==> config.mk <==
export PLATFORM = sky130hd
export DESIGN_NAME = inc_pipe_flat
export DESIGN_NICKNAME = d
export VERILOG_FILES = /design/src/rtl/inc_pipe_pkg.sv /design/src/rtl/inc_pipe_if.sv /design/src/rtl/inc_pipe_stage.sv /design/src/rtl/inc_pipe.sv /design/src/flat_wrapper.sv
export SDC_FILE = /design/constraint.sdc
export NUM_CORES = 1
export LEC_CHECK = 0
export ABC_AREA = 1
export BUFFER_PORTS_ARGS = -buffer_cell sky130_fd_sc_hd__buf_2
export CORE_ASPECT_RATIO = 0.7
export CORE_UTILIZATION = 47
export CTS_CLUSTER_DIAMETER = 50
export DETAILED_ROUTE_END_ITERATION = 8
export PLACE_DENSITY = 0.72
export SYNTH_ARGS = -nofsm -noshare
export SYNTH_HDL_FRONTEND = slang
export SYNTH_SLANG_ARGS = --single-unit
==> constraint.sdc <==
create_clock -name clk -period 1.85 [get_ports clk]
set_clock_uncertainty 0.05 [all_clocks]
set_input_delay 0.2775 -clock clk [delete_from_list [all_inputs] [get_ports clk]]
set_output_delay 0.2775 -clock clk [all_outputs]
set_load 0.05 [all_outputs]
==> src/rtl/inc_pipe_pkg.sv <==
// Shared defaults and helpers for the inc_pipe add-constant pipeline.
package inc_pipe_pkg;

  localparam int DEF_WIDTH  = 3;
  localparam int DEF_STAGES = 4;
  localparam int DEF_INC    = 1;

  function automatic int occ_width(input int stages);
    return $clog2(stages + 1);
  endfunction

  typedef struct packed {
    logic                 valid;
    logic [DEF_WIDTH-1:0] data;
  } stage_t;

endpackage

==> src/rtl/inc_pipe_if.sv <==
// Valid/ready stream bundle for inc_pipe: upstream input side and downstream output side.
interface inc_pipe_if import inc_pipe_pkg::*; #(
  parameter int WIDTH = DEF_WIDTH
) ();

  logic             in_valid;
  logic             in_ready;
  logic [WIDTH-1:0] in_data;
  logic             out_valid;
  logic             out_ready;
  logic [WIDTH-1:0] out_data;

  modport master (
    output in_valid, in_data, out_ready,
    input  in_ready, out_valid, out_data
  );

  modport slave (
    input  in_valid, in_data, out_ready,
    output in_ready, out_valid, out_data
  );

endinterface

==> src/rtl/inc_pipe_stage.sv <==
// One register slice of the increment chain: loads upstream value + INC whenever it can
// accept, i.e. when empty or when its downstream is taking the current item.
module inc_pipe_stage import inc_pipe_pkg::*; #(
  parameter int WIDTH = DEF_WIDTH,
  parameter int INC   = DEF_INC
) (
  input  logic             clk,
  input  logic             rst,
  input  logic             up_valid,
  input  logic [WIDTH-1:0] up_data,
  input  logic             dn_ready,
  output logic             ready,
  output logic             valid,
  output logic [WIDTH-1:0] data
);

  localparam logic [WIDTH-1:0] INC_W = WIDTH'(INC);

  assign ready = !valid || dn_ready;

  always_ff @(posedge clk) begin
    if (rst) begin
      valid <= 1'b0;
      data  <= '0;
    end else if (ready) begin
      valid <= up_valid;
      data  <= up_data + INC_W;
    end
  end

endmodule

==> src/rtl/inc_pipe.sv <==
// Handshaked STAGES-deep pipeline adding INC per stage, with occupancy tracking.
// Optional INC_PIPE_TAP_EN exposes every stage's valid/data for waveform debug.
module inc_pipe import inc_pipe_pkg::*; #(
  parameter int WIDTH  = DEF_WIDTH,
  parameter int STAGES = DEF_STAGES,
  parameter int INC    = DEF_INC
) (
  input  logic                          clk,
  input  logic                          rst,
  inc_pipe_if.slave                     bus,
  output logic [occ_width(STAGES)-1:0]  occupancy,
  output logic                          busy
`ifdef INC_PIPE_TAP_EN
  ,
  output logic [STAGES-1:0]             tap_valid,
  output logic [STAGES*WIDTH-1:0]       tap_data
`endif
);

  localparam int OCC_W = occ_width(STAGES);

  logic [STAGES-1:0] v;
  logic [WIDTH-1:0]  d [STAGES];
  logic              in_fire;
  logic              out_fire;

  // Each stage keeps its ready in its own scope so the ready chain is a plain
  // acyclic net per stage rather than a self-referencing vector.
  for (genvar k = 0; k < STAGES; k++) begin : g_stage
    logic             up_valid;
    logic [WIDTH-1:0] up_data;
    logic             dn_rdy;
    logic             rdy;

    if (k == 0) begin : g_src
      assign up_valid = bus.in_valid;
      assign up_data  = bus.in_data;
    end else begin : g_mid
      assign up_valid = v[k-1];
      assign up_data  = d[k-1];
    end

    if (k == STAGES-1) begin : g_tail
      assign dn_rdy = bus.out_ready;
    end else begin : g_link
      assign dn_rdy = g_stage[k+1].rdy;
    end

    inc_pipe_stage #(
      .WIDTH (WIDTH),
      .INC   (INC)
    ) u_stage (
      .clk      (clk),
      .rst      (rst),
      .up_valid (up_valid),
      .up_data  (up_data),
      .dn_ready (dn_rdy),
      .ready    (rdy),
      .valid    (v[k]),
      .data     (d[k])
    );

`ifdef INC_PIPE_TAP_EN
    assign tap_data[k*WIDTH +: WIDTH] = d[k];
`endif
  end

`ifdef INC_PIPE_TAP_EN
  assign tap_valid = v;
`endif

  assign bus.in_ready  = g_stage[0].rdy && !rst;
  assign bus.out_valid = v[STAGES-1];
  assign bus.out_data  = d[STAGES-1];

  assign in_fire  = bus.in_valid && bus.in_ready;
  assign out_fire = bus.out_valid && bus.out_ready;

  always_ff @(posedge clk) begin
    if (rst) begin
      occupancy <= '0;
    end else if (in_fire && !out_fire) begin
      occupancy <= occupancy + OCC_W'(1);
    end else if (out_fire && !in_fire) begin
      occupancy <= occupancy - OCC_W'(1);
    end
  end

  assign busy = (occupancy != '0);

endmodule
==> src/flat_wrapper.sv <==
// flat-port wrapper written by rule: the top's interface ports become plain ports
module inc_pipe_flat import inc_pipe_pkg::*;
#(
  parameter int WIDTH  = DEF_WIDTH,
  parameter int STAGES = DEF_STAGES,
  parameter int INC    = DEF_INC
)
  (clk, rst, occupancy, busy, bus_in_valid, bus_in_data, bus_out_ready, bus_in_ready, bus_out_valid, bus_out_data);
  inc_pipe_if #(.WIDTH(WIDTH)) bus_i ();
  input  logic clk;
  input  logic rst;
  output logic [occ_width(STAGES)-1:0] occupancy;
  output logic busy;
  input wire logic [$bits(bus_i.in_valid)-1:0] bus_in_valid;
  input wire logic [$bits(bus_i.in_data)-1:0] bus_in_data;
  input wire logic [$bits(bus_i.out_ready)-1:0] bus_out_ready;
  output wire logic [$bits(bus_i.in_ready)-1:0] bus_in_ready;
  output wire logic [$bits(bus_i.out_valid)-1:0] bus_out_valid;
  output wire logic [$bits(bus_i.out_data)-1:0] bus_out_data;
  assign bus_i.in_valid = bus_in_valid;
  assign bus_i.in_data = bus_in_data;
  assign bus_i.out_ready = bus_out_ready;
  assign bus_in_ready = bus_i.in_ready;
  assign bus_out_valid = bus_i.out_valid;
  assign bus_out_data = bus_i.out_data;
  inc_pipe #(.WIDTH(WIDTH), .STAGES(STAGES), .INC(INC)) u_core (.clk(clk), .rst(rst), .bus(bus_i), .occupancy(occupancy), .busy(busy));
endmodule
=== After elaboration in Yosys (flattened, before gate mapping) ===
Cells that the tools add are included.

* Flip-flop bits (word level): 19
* Word-level logic and storage cells: 35
* Bits in latches: 0
* Bits in writable memories: 0
* Memory bits (read-only): 0
* Memories: 0
* Output and inout bits: 9
* Input port bits: 7

* Shift operators: 0
* Magnitude comparators: 0
* Mux-type cells: 2
* Divide/modulo/power cells: 0
* Reduce and logical (&&, ||, !) cells: 18
* $add $sub $neg: 6
* Bitwise gates (word level): 0
* Multipliers: 0
* Equality and inequality tests: 0

{| class="wikitable"
|+ Operators by type and width
! cell !! number
|-
| $add A3 B1 Y3 const B || 5
|-
| $logic_not A1 Y1 || 7
|-
| $mux W3 || 2
|-
| $logic_and A1 B1 Y1 || 5
|-
| $logic_or A1 B1 Y1 || 4
|-
| $reduce_bool A3 Y1 || 1
|-
| $sub A3 B1 Y3 const B || 1
|-
| $reduce_bool A2 Y1 || 1
|}

=== Longest topological paths before layout ===
Gate-level depths: netlist of run 1.

* Depth after elaboration: 11
* Mapped depth: 13
* Depth with buffers taken out: 13

=== Hierarchy ===
A second synthesis of run 1 with hierarchy kept.

* Cell total of the unflattened synthesis: 138
* Area, all modules: 954.7 µm²

{| class="wikitable"
|+ By module, submodules not included
! module !! sequential area each (µm²) !! times used !! area an instance (µm²) !! cells each
|-
| inc_pipe_stage || 80.1 || 4 || 188.9 || 27
|-
| inc_pipe || 60.1 || 1 || 198.9 || 30
|}

=== Least setup slack after synthesis of run 1 ===
OpenSTA, ideal clock, no wires.

* Path kind: register to register
* Start point: register u_core.g_stage[3].u_stage.valid
* End point: register u_core.occupancy[1]
* Setup time: 0.116 ns
* Buffers on the path: 0
* Clock period less this slack: 2.196 ns
* Data arrival time: 2.030 ns
* Cell stages (with the launch flop): 9
* Required time: 1.684 ns
* Slack: -0.346 ns
* Path through: dfxtp_1 > nand4_4 > nor2_4 > nor3b_1 > ha_1 > inv_1 > fa_1 > o21ai_0 > nor2_1

* Longest elaborated chain between the ends: 10
* Elaborated cells on any way between the ends: 14
* Classes of those cells: 1 x mux; 13 x reduce/logical

{| class="wikitable"
|+ Ends and longest elaborated chain
! item !! RTL line !! source
|-
| start: declaration || inc_pipe_stage.sv:13 || <nowiki>output logic valid,</nowiki>
|-
| start signal: assignment || inc_pipe_stage.sv:26 || <nowiki>valid <= up_valid;</nowiki>
|-
| $logic_not A1 Y1 || inc_pipe_stage.sv:19 || <nowiki>assign ready = !valid || dn_ready;</nowiki>
|-
| $logic_or A1 B1 Y1 (4 in a row) || inc_pipe_stage.sv:19 ||
|-
| $logic_and A1 B1 Y1 || inc_pipe.sv:72 || <nowiki>assign bus.in_ready = g_stage[0].rdy && !rst;</nowiki>
|-
| $logic_and A1 B1 Y1 || inc_pipe.sv:76 || <nowiki>assign in_fire = bus.in_valid && bus.in_ready;</nowiki>
|-
| $logic_not A1 Y1 || inc_pipe.sv:84 || <nowiki>end else if (out_fire && !in_fire) begin</nowiki>
|-
| $logic_and A1 B1 Y1 || inc_pipe.sv:84 ||
|-
| $reduce_bool A2 Y1 (no source line) || n/a ||
|-
| end signal: assignment || inc_pipe.sv:83 || <nowiki>occupancy <= occupancy + OCC_W'(1);</nowiki>
|-
| end signal: assignment || inc_pipe.sv:85 || <nowiki>occupancy <= occupancy - OCC_W'(1);</nowiki>
|-
| end: declaration || inc_pipe.sv:11 || <nowiki>output logic [occ_width(STAGES)-1:0] occupancy,</nowiki>
|}

Parallel ways exist; a longest one is shown, timed or not.
A chain may end at the register's enable or synchronous reset.

=== Worst setup path after layout of run 1 ===
* Start point: register u_core.g_stage[3].u_stage.valid
* End point: register u_core.occupancy[2]

The elaborated chain is that of the path after synthesis.

==> flow_metrics.env, run 1 <==
export IMPL_status="completed"
export IMPL_peakVddDrop_v=0.000663
export IMPL_critical_path_required_ps=2010
export IMPL_clk_pin_slew_ps=110
export IMPL_finalNetCount=146
export IMPL_worstMarginPinSlew_ps=337
export IMPL_period_share_pct=96.7
export IMPL_area_delta_synth_final_pct=22.0
export IMPL_finalCriticalPeriod_ps=1790
export IMPL_grt_pass1_wl_mm=2.99
export IMPL_ant_nets=0
export IMPL_io_buffers=15
export IMPL_drt_pass1_iter_count=4
export IMPL_cpMostUsedCell="nand2_1"
export IMPL_clk_path_buf_depth=2
export IMPL_synthCells=108
export IMPL_drc=0
export IMPL_num_antenna_cells=0
export IMPL_clkLatencyLatePin_ps=300
export IMPL_path_delay_family="simple AND/OR/NAND/NOR gates"
export IMPL_slew_violations=0
export IMPL_vias=757
export IMPL_slowest_stage="dfxtp_4"
export IMPL_hpwl_mm=1.43
export IMPL_synth_seq_cells=19
export IMPL_crit_type="flop to flop"
export IMPL_ios=16
export IMPL_cts_sinks=19
export IMPL_rows=12
export IMPL_placed_cells=147
export IMPL_fin_cells=153
export IMPL_slew_headroom_pct=77.5
export IMPL_p_per_area_nw_per_um2=808
export IMPL_cts_root_buf="clkbuf_4"
export IMPL_drv_cap=0
export IMPL_cts_buffers=3
export IMPL_path_max_fanout=2
export IMPL_first_global_vias=669
export IMPL_dieArea_um2=2040
export IMPL_antenna_found_initial=0
export IMPL_worst_slack_ps=60.4
export IMPL_hold_viol_final=0
export IMPL_die_x_um=53.6
export IMPL_critical_path_max_stage_delay_ps=370
export IMPL_cts_tree="built"
export IMPL_wl_mm=1.87
export IMPL_h_tree_depth=1
export IMPL_yosysWarnings=0
export IMPL_final_cell_mix="19 x nor2_1, 17 x dfxtp_1, 16 x nand2_1"
export IMPL_wl_per_cell_um=12.2
export IMPL_grtUsageTotal_pct=22.1
export IMPL_viasPerCell=4.95
export IMPL_avgSynthCellArea_um2=8.10
export IMPL_ys_types=18
export IMPL_dieHeight_um=38.1
export IMPL_path_cells="nand4_4 > nor2_4 > nor3b_2 > ha_2 > inv_2 > fa_2 > inv_1 > nand2_1 > nand3_2 > nand2_1 > nand2_1 > nor2_1"
export IMPL_rsz0062_at_grt="yes"
export IMPL_drive_gt1_share_pct=29.5
export IMPL_start_kind="flop"
export IMPL_setup_violations=0
export IMPL_grt_max_degree=12
export IMPL_core_area_um2=1670
export IMPL_critPathBufInv=2
export IMPL_fmax_mhz=559
export IMPL_grt_overflow=0
export IMPL_gp_congestion=0.741
export IMPL_n_fill_cell=154
export IMPL_syn_area_um2=875
export IMPL_hold_path_class="primary input to flop"
export IMPL_place_ws_ps=-203
export IMPL_initial_core_util_pct=52.5
export IMPL_arrival_ps=1950
export IMPL_power_leakage_nw=0.516
export IMPL_layout_commonest_cell="nor2_1"
export IMPL_p_total_mw=0.862
export IMPL_drt_iter0_drc=14
export IMPL_end_kind="flop"
export IMPL_cts_hold_buffers=0
export IMPL_yosysSeqAreaShare_pct=43.5
export IMPL_syn_nets=121
stage by stage:
| step | setup TNS [ps] | cell area, um2 | hold WS [ps] | util, % |
|---|---|---|---|---|
| 6_report | 0 | 1070 | 153 | 64.0 |
| 5_1_grt | -91.5 | 1070 | 156 | 64.0 |
| 4_1_cts | 0 | 1050 | 133 | 62.8 |
| 3_5_place_dp | -267 | 1010 | 409 | 60.5 |
| 3_3_place_gp | -73.6 | 1010 | 406 | 60.5 |
| 2_1_floorplan | 0 | 878 | 348 | - |
layout make-up:
class	instances	area [um2]	area share (%)
inverter	14	52.6	4.92
sequential	19	385	36.1
tap	21	26.3	2.46
multi-input combinational	73	448	42.0
timing repair buffer	22	128	12.0
clock buffer	3	22.5	2.11
clock inverter	1	5.00	0.469
kinds of logic after synthesis:
| group | synth area share [%] |
|---|---|
| simple gates | 25.8 |
| xor+xnor | 4.01 |
| fa+ha+maj | 9.44 |
| buf+inv | 7.01 |
| compound gates | 10.3 |
| flops | 43.5 |
synth_stat cells:
cell type	count	area share [%]
xor2_1	1	1.0
a21oi_1	10	5.7
o21ai_0	8	4.6
nand3_4	1	2.0
clkbuf_1	1	0.43
nand4_4	1	2.4
nor2_1	19	8.2
nand2_1	16	6.9
dfxtp_1	19	43
inv_2	1	0.43
fa_1	1	2.3
nand3_1	5	2.9
nor2_4	2	2.6
ha_1	5	7.2
nor3b_1	1	0.86
xnor2_1	3	3.0
buf_2	1	0.57
inv_1	13	5.6
where the power goes:
group          total (mW)  internal, mW  leakage (nW)  switching, mW
sequential          0.461         0.438         0.158         0.0228
clock               0.213        0.0807        0.0177          0.132
combinational       0.188        0.0617         0.340          0.127
total               0.862         0.580         0.516          0.282
worst min-delay path: stages:
cell    delay, ps
buf_2          90
nor2_1         40
nor2_1         70
registers in the layout, indices dropped and copies added, names as in the netlist:
register / cells
u_core.occupancy: 3
u_core.g_stage.u_stage.valid: 4
u_core.g_stage.u_stage.data: 12
layer usage:
layer | track usage [%] | up-vias | part of all wire, %
li1 | - | 392 | -
met1 | 28.3 | 341 | 48
met2 | 33.8 | 22 | 46
met3 | 8.33 | 2 | 5.8
met4 | 7.89 | 0 | 0.59
met5 | 0 | - | 0
path summary, 6_finish.rpt:
check	end	start	slack (ps)	depth (start not counted)
max	u_core.occupancy[2]	u_core.g_stage[3].u_stage.valid	60	12
min	u_core.g_stage[0].u_stage.valid	bus_in_valid	150	3
max reg2reg	u_core.occupancy[2]	u_core.g_stage[3].u_stage.valid	60	12
min reg2reg	u_core.g_stage[1].u_stage.data[1]	u_core.g_stage[1].u_stage.data[1]	430	2
what timing repair did:
action                                  in CTS  in global routing
endpoints found under the setup margin       1                  2
pin swaps                                    0                  4
setup buffers                                0                  2
gates resized for setup                      4                  3
Note: power is estimated with default switching activity, not from simulation.
==> run 2: changes to the inputs <==
- RECOVER_POWER: unset -> 100
==> flow_metrics.env, run 2 (synthesis gave the netlist of run 1 again) <==
export IMPL_finalNetCount=146
export IMPL_viasPerCell=4.95
export IMPL_clk_pin_slew_ps=110
export IMPL_period_share_pct=96.8
export IMPL_gp_congestion=0.741
export IMPL_start_kind="flop"
export IMPL_reg2reg_slack_ps=60
export IMPL_rsz0062_at_grt="yes"
export IMPL_dieArea_um2=2040
export IMPL_power_leakage_nw=0.516
export IMPL_largest_reg_flops=12
export IMPL_largestRegisters="u_core.g_stage.u_stage.data (12), u_core.g_stage.u_stage.valid (4), u_core.occupancy (3)"
export IMPL_startpoint="u_core.g_stage[3].u_stage.valid"
export IMPL_clkLatencyLatePin_ps=300
export IMPL_hold_path_class="primary input to flop"
export IMPL_grtUsageTotal_pct=22.1
export IMPL_peakVddDrop_v=0.000664
export IMPL_vias=757
export IMPL_postLayoutCellArea_um2=1050
export IMPL_cpMostUsedCell="nand2_1"
export IMPL_drc=0
export IMPL_r2r_end="u_core.occupancy[2]"
export IMPL_fmax_mhz=558
export IMPL_cts_sinks=19
export IMPL_h_tree_depth=1
export IMPL_final_cell_mix="19 x nor2_1, 17 x dfxtp_1, 16 x nand2_1"
export IMPL_io_buffers=15
export IMPL_dieHeight_um=38.1
export IMPL_cts_tree="built"
export IMPL_rows=12
export IMPL_ios=16
export IMPL_wl_per_cell_um=12.4
export IMPL_path_max_fanout=2
export IMPL_wl_mm=1.90
export IMPL_crit_end="u_core.occupancy[2]"
export IMPL_grt_overflow=0
export IMPL_hold_viol_final=0
export IMPL_critical_path_max_stage_delay_ps=370
export IMPL_slowest_stage="dfxtp_4"
export IMPL_final_core_utilization_pct=63.3
export IMPL_whs_ps=148
export IMPL_worstMarginPinSlew_ps=351
export IMPL_slew_violations=0
export IMPL_drive_gt1_share_pct=28.8
export IMPL_status="completed"
export IMPL_path_cells="nand4_4 > nor2_4 > nor3b_2 > ha_2 > inv_2 > fa_2 > inv_1 > nand2_1 > nand3_2 > nand2_1 > nand2_1 > nor2_1"
export IMPL_first_global_vias=669
export IMPL_p_per_area_nw_per_um2=818
export IMPL_drt_pass1_iter_count=4
export IMPL_core_area_um2=1670
export IMPL_cts_buffers=3
export IMPL_num_antenna_cells=0
export IMPL_cts_hold_buffers=0
export IMPL_grt_max_degree=12
export IMPL_arrival_ps=1960
export IMPL_layout_commonest_cell="nor2_1"
export IMPL_finalCriticalPeriod_ps=1790
export IMPL_cts_root_buf="clkbuf_4"
export IMPL_setup_violations=0
export IMPL_end_kind="flop"
export IMPL_r2r_start="u_core.g_stage[3].u_stage.valid"
export IMPL_crit_type="flop to flop"
export IMPL_grt_pass1_wl_mm=2.99
export IMPL_clk_path_buf_depth=2
export IMPL_placed_area_um2=1010
export IMPL_drv_cap=0
export IMPL_drt_iter0_drc=14
export IMPL_regMostFlops="u_core.g_stage.u_stage.data"
export IMPL_area_delta_synth_final_pct=20.6
export IMPL_antenna_found_initial=0
export IMPL_hpwl_mm=1.43
export IMPL_reg2regPathDepth=12
export IMPL_ant_nets=0
export IMPL_critical_path_required_ps=2020
export IMPL_die_x_um=53.6
export IMPL_slew_headroom_pct=76.5
export IMPL_initial_core_util_pct=52.5
==> run 2: cell count changes in the layout (fill, tap and decap cells not counted) <==
cell     delta
nand3_1     +1
nand3_4     -1
==> run 2: per-layer routing <==
layer | share of wire, % | GRT usage, %
met2 | 46 | 33.8
met3 | 5.4 | 8.33
met5 | 0 | 0
met1 | 47 | 28.3
met4 | 1.1 | 7.89
==> run 2: layout make-up <==
class                           instances  area, um2
Fill cell                             156        612
Multi-Input combinational cell         73        435
Sequential cell                        19        385
Timing Repair Buffer                   22        128
Clock inverter                          1       5.00
Inverter                               14       52.6
Clock buffer                            3       22.5
Tap cell                               21       26.3
==> run 2: power breakdown <==
| group | internal, mW | switching [mW] | leakage [nW] |
|---|---|---|---|
| clock network | 0.0808 | 0.134 | 0.0177 |
| registers | 0.438 | 0.0229 | 0.158 |
| logic | 0.0615 | 0.125 | 0.339 |
==> run 2: how the worst min path moves through the flow <==
stage	startpoint	endpoint	slack [ps]	depth (start not counted)
6_report	bus_in_valid	u_core.g_stage[0].u_stage.valid	150	3
2_1_floorplan	bus_in_valid	u_core.g_stage[0].u_stage.valid	350	2
4_1_cts	bus_in_valid	u_core.g_stage[0].u_stage.valid	130	3
3_5_place_dp	u_core.g_stage[1].u_stage.data[1]	u_core.g_stage[1].u_stage.data[1]	410	2
3_3_place_gp	u_core.g_stage[1].u_stage.data[1]	u_core.g_stage[1].u_stage.data[1]	410	2
5_1_grt	bus_in_valid	u_core.g_stage[0].u_stage.valid	160	3
==> run 2: critical path: cells and delay by family (launching register included) <==
family        cells  cell delay [ps]
fa+ha+maj         2              560
simple gates      8              610
buf+inv           2              120
flops             1              370
==> run 2: repair_timing <==
item	CTS	global route
pin swaps	0	4
buffers inserted	0	2
gates resized for setup	4	3
hold endpoints to repair	0	0
setup endpoints to repair	1	2
==> run 2: through the flow <==
stage	worst slack (ps)	power, mW	setup TNS (ps)	instances
3_3_place_gp	-73.6	0.644	-73.6	147
4_1_cts	13.6	0.868	0	151
2_1_floorplan	1.73	0.602	0	108
3_5_place_dp	-203	0.651	-267	147
5_1_grt	-78.1	0.914	-91.5	153
6_report	59.4	0.863	0	153
==> run 3: changes to the inputs <==
- CORE_MARGIN: unset -> 5
==> flow_metrics.env, run 3 (synthesis gave the netlist of run 1 again) <==
export IMPL_grt_max_degree=12
export IMPL_tns_ps=0
export IMPL_slew_headroom_pct=59.9
export IMPL_cts_buffers=3
export IMPL_antenna_found_initial=0
export IMPL_largestRegisters="u_core.g_stage.u_stage.data (12), u_core.g_stage.u_stage.valid (4), u_core.occupancy (3)"
export IMPL_start_kind="flop"
export IMPL_power_frac_comb_pct=20.7
export IMPL_gp_congestion=0.760
export IMPL_wl_mm=1.75
export IMPL_drt_iter0_drc=22
export IMPL_cts_tree="built"
export IMPL_path_cells="nand4_4 > nor2_4 > nor3b_2 > ha_1 > inv_1 > fa_2 > o21ai_1 > nor2_1"
export IMPL_clk_pin_slew_ps=110
export IMPL_wl_met3_um=83
export IMPL_drv_cap=0
export IMPL_largest_reg_flops=12
export IMPL_critical_path_max_stage_delay_ps=430
export IMPL_whs_ps=142
export IMPL_route_met2_wl_um=766
export IMPL_hold_path_class="primary input to flop"
export IMPL_grt_overflow=0
export IMPL_final_core_utilization_pct=56.3
export IMPL_worst_slack_ps=138
export IMPL_peakVddDrop_v=0.000528
export IMPL_setup_violations=0
export IMPL_p_int_mw=0.577
export IMPL_io_buffers=15
export IMPL_first_global_vias=681
export IMPL_h_tree_depth=1
export IMPL_cts_setup_buffers=0
export IMPL_cts_sinks=19
export IMPL_cts_hold_buffers=0
export IMPL_rsz0062_at_grt="no"
export IMPL_drive_gt1_share_pct=16.8
export IMPL_crit_type="flop to flop"
export IMPL_finalNetCount=145
export IMPL_regArea_um2=382
export IMPL_seqPwrFrac_pct=54.2
export IMPL_ant_nets=0
export IMPL_n_fill_cell=183
export IMPL_cts_root_buf="clkbuf_4"
export IMPL_place_ws_ps=-137
export IMPL_finalCriticalPeriod_ps=1710
export IMPL_layout_commonest_cell="nor2_1"
export IMPL_die_x_um=61.6
export IMPL_area_delta_synth_final_pct=16.3
export IMPL_path_max_fanout=2
export IMPL_grt_pass1_wl_mm=2.95
export IMPL_dieHeight_um=46.1
export IMPL_hold_viol_final=0
export IMPL_core_area_um2=1810
export IMPL_critical_path_required_ps=2010
export IMPL_p_clk_share_pct=25.1
export IMPL_p_total_mw=0.851
export IMPL_initial_core_util_pct=48.4
export IMPL_hpwl_mm=1.40
export IMPL_power_leakage_nw=0.477
export IMPL_arrival_ps=1880
export IMPL_top_layer="met4"
export IMPL_ios=16
export IMPL_switching_share_pct=32.1
export IMPL_fmax_mhz=584
export IMPL_regMostFlops="u_core.g_stage.u_stage.data"
export IMPL_worstMarginPinSlew_ps=604
export IMPL_clkLatencyLatePin_ps=300
export IMPL_slowest_stage="fa_2"
export IMPL_viasPerCell=4.95
export IMPL_switching_power_mw=0.273
export IMPL_drt_pass1_iter_count=4
export IMPL_num_antenna_cells=0
export IMPL_vias=757
export IMPL_wl_met1_um=854
export IMPL_final_cell_mix="20 x nor2_1, 18 x dfxtp_1, 16 x nand2_1"
export IMPL_wl_per_cell_um=11.4
export IMPL_slew_violations=0
export IMPL_clk_path_buf_depth=2
export IMPL_rows=13
export IMPL_grtUsageTotal_pct=14.8
export IMPL_drc=0
export IMPL_multi_input_area_um2=425
export IMPL_end_kind="flop"
export IMPL_period_share_pct=92.5
export IMPL_status="completed"
export IMPL_dieArea_um2=2840
export IMPL_p_per_area_nw_per_um2=836
[run 3: changes by cell type in the layout (fill, tap and decap cells not counted)]
cell	previous run	this run
ha_2	1	0
clkbuf_2	0	2
nor2_4	2	1
dfxtp_1	17	18
buf_2	15	6
inv_2	3	1
buf_4	7	4
inv_1	11	13
dfxtp_4	1	0
clkinv_2	1	0
clkbuf_1	0	10
nor2_1	19	20
ha_1	4	5
[run 3: final timing paths]
path / depth (start not counted) / from / slack, ps / to
worst min-delay path: 3 / bus_in_valid / 140 / u_core.g_stage[0].u_stage.valid
worst max register to register: 8 / u_core.g_stage[1].u_stage.valid / 140 / u_core.occupancy[1]
worst max-delay path: 8 / u_core.g_stage[1].u_stage.valid / 140 / u_core.occupancy[1]
worst min register to register: 2 / u_core.g_stage[1].u_stage.data[1] / 430 / u_core.g_stage[1].u_stage.data[1]
[run 3: repair_timing]
item / CTS / global route
hold endpoints to repair: 0 / 0
endpoints found under the setup margin: 1 / 1
pin swaps: 0 / 1
gates resized for setup: 1 / 5
[run 3: per-layer routing]
layer,GRT usage [%],vias up
li1,-,390
met1,19.5,350
met2,21.3,13
met3,4.20,4
met4,8.90,0
met5,0,-
[run 3: layout make-up]
cell class | count | area share, %
Clock buffer | 4 | 2.58
Inverter | 14 | 5.17
Multi-Input combinational cell | 73 | 41.8
Sequential cell | 19 | 37.5
Tap cell | 22 | 2.71
Timing Repair Buffer | 21 | 10.2
[run 3: critical path: cells and delay by family, from the launching register on]
family / cells / cell delay, ps
adder cells (fa/ha/maj): 2 / 610
flip-flops: 1 / 390
AND/OR/NAND/NOR: 4 / 350
AO/OA/AOI/OAI: 1 / 120
buffers and inverters: 1 / 90
[run 3: power groups by stage]
stage               clock network (mW)  registers [mW]  logic [mW]
floorplan                            0           0.508      0.0940
global placement                     0           0.467       0.175
detailed placement                   0           0.469       0.181
CTS                              0.219           0.459       0.182
global route                     0.233           0.466       0.194
finish                           0.213           0.461       0.176
[run 3: metrics by stage]
stage          instances  area, um2
2_1_floorplan        108        878
3_3_place_gp         149       1020
3_5_place_dp         149       1020
4_1_cts              153       1050
5_1_grt              153       1020
6_report             153       1020
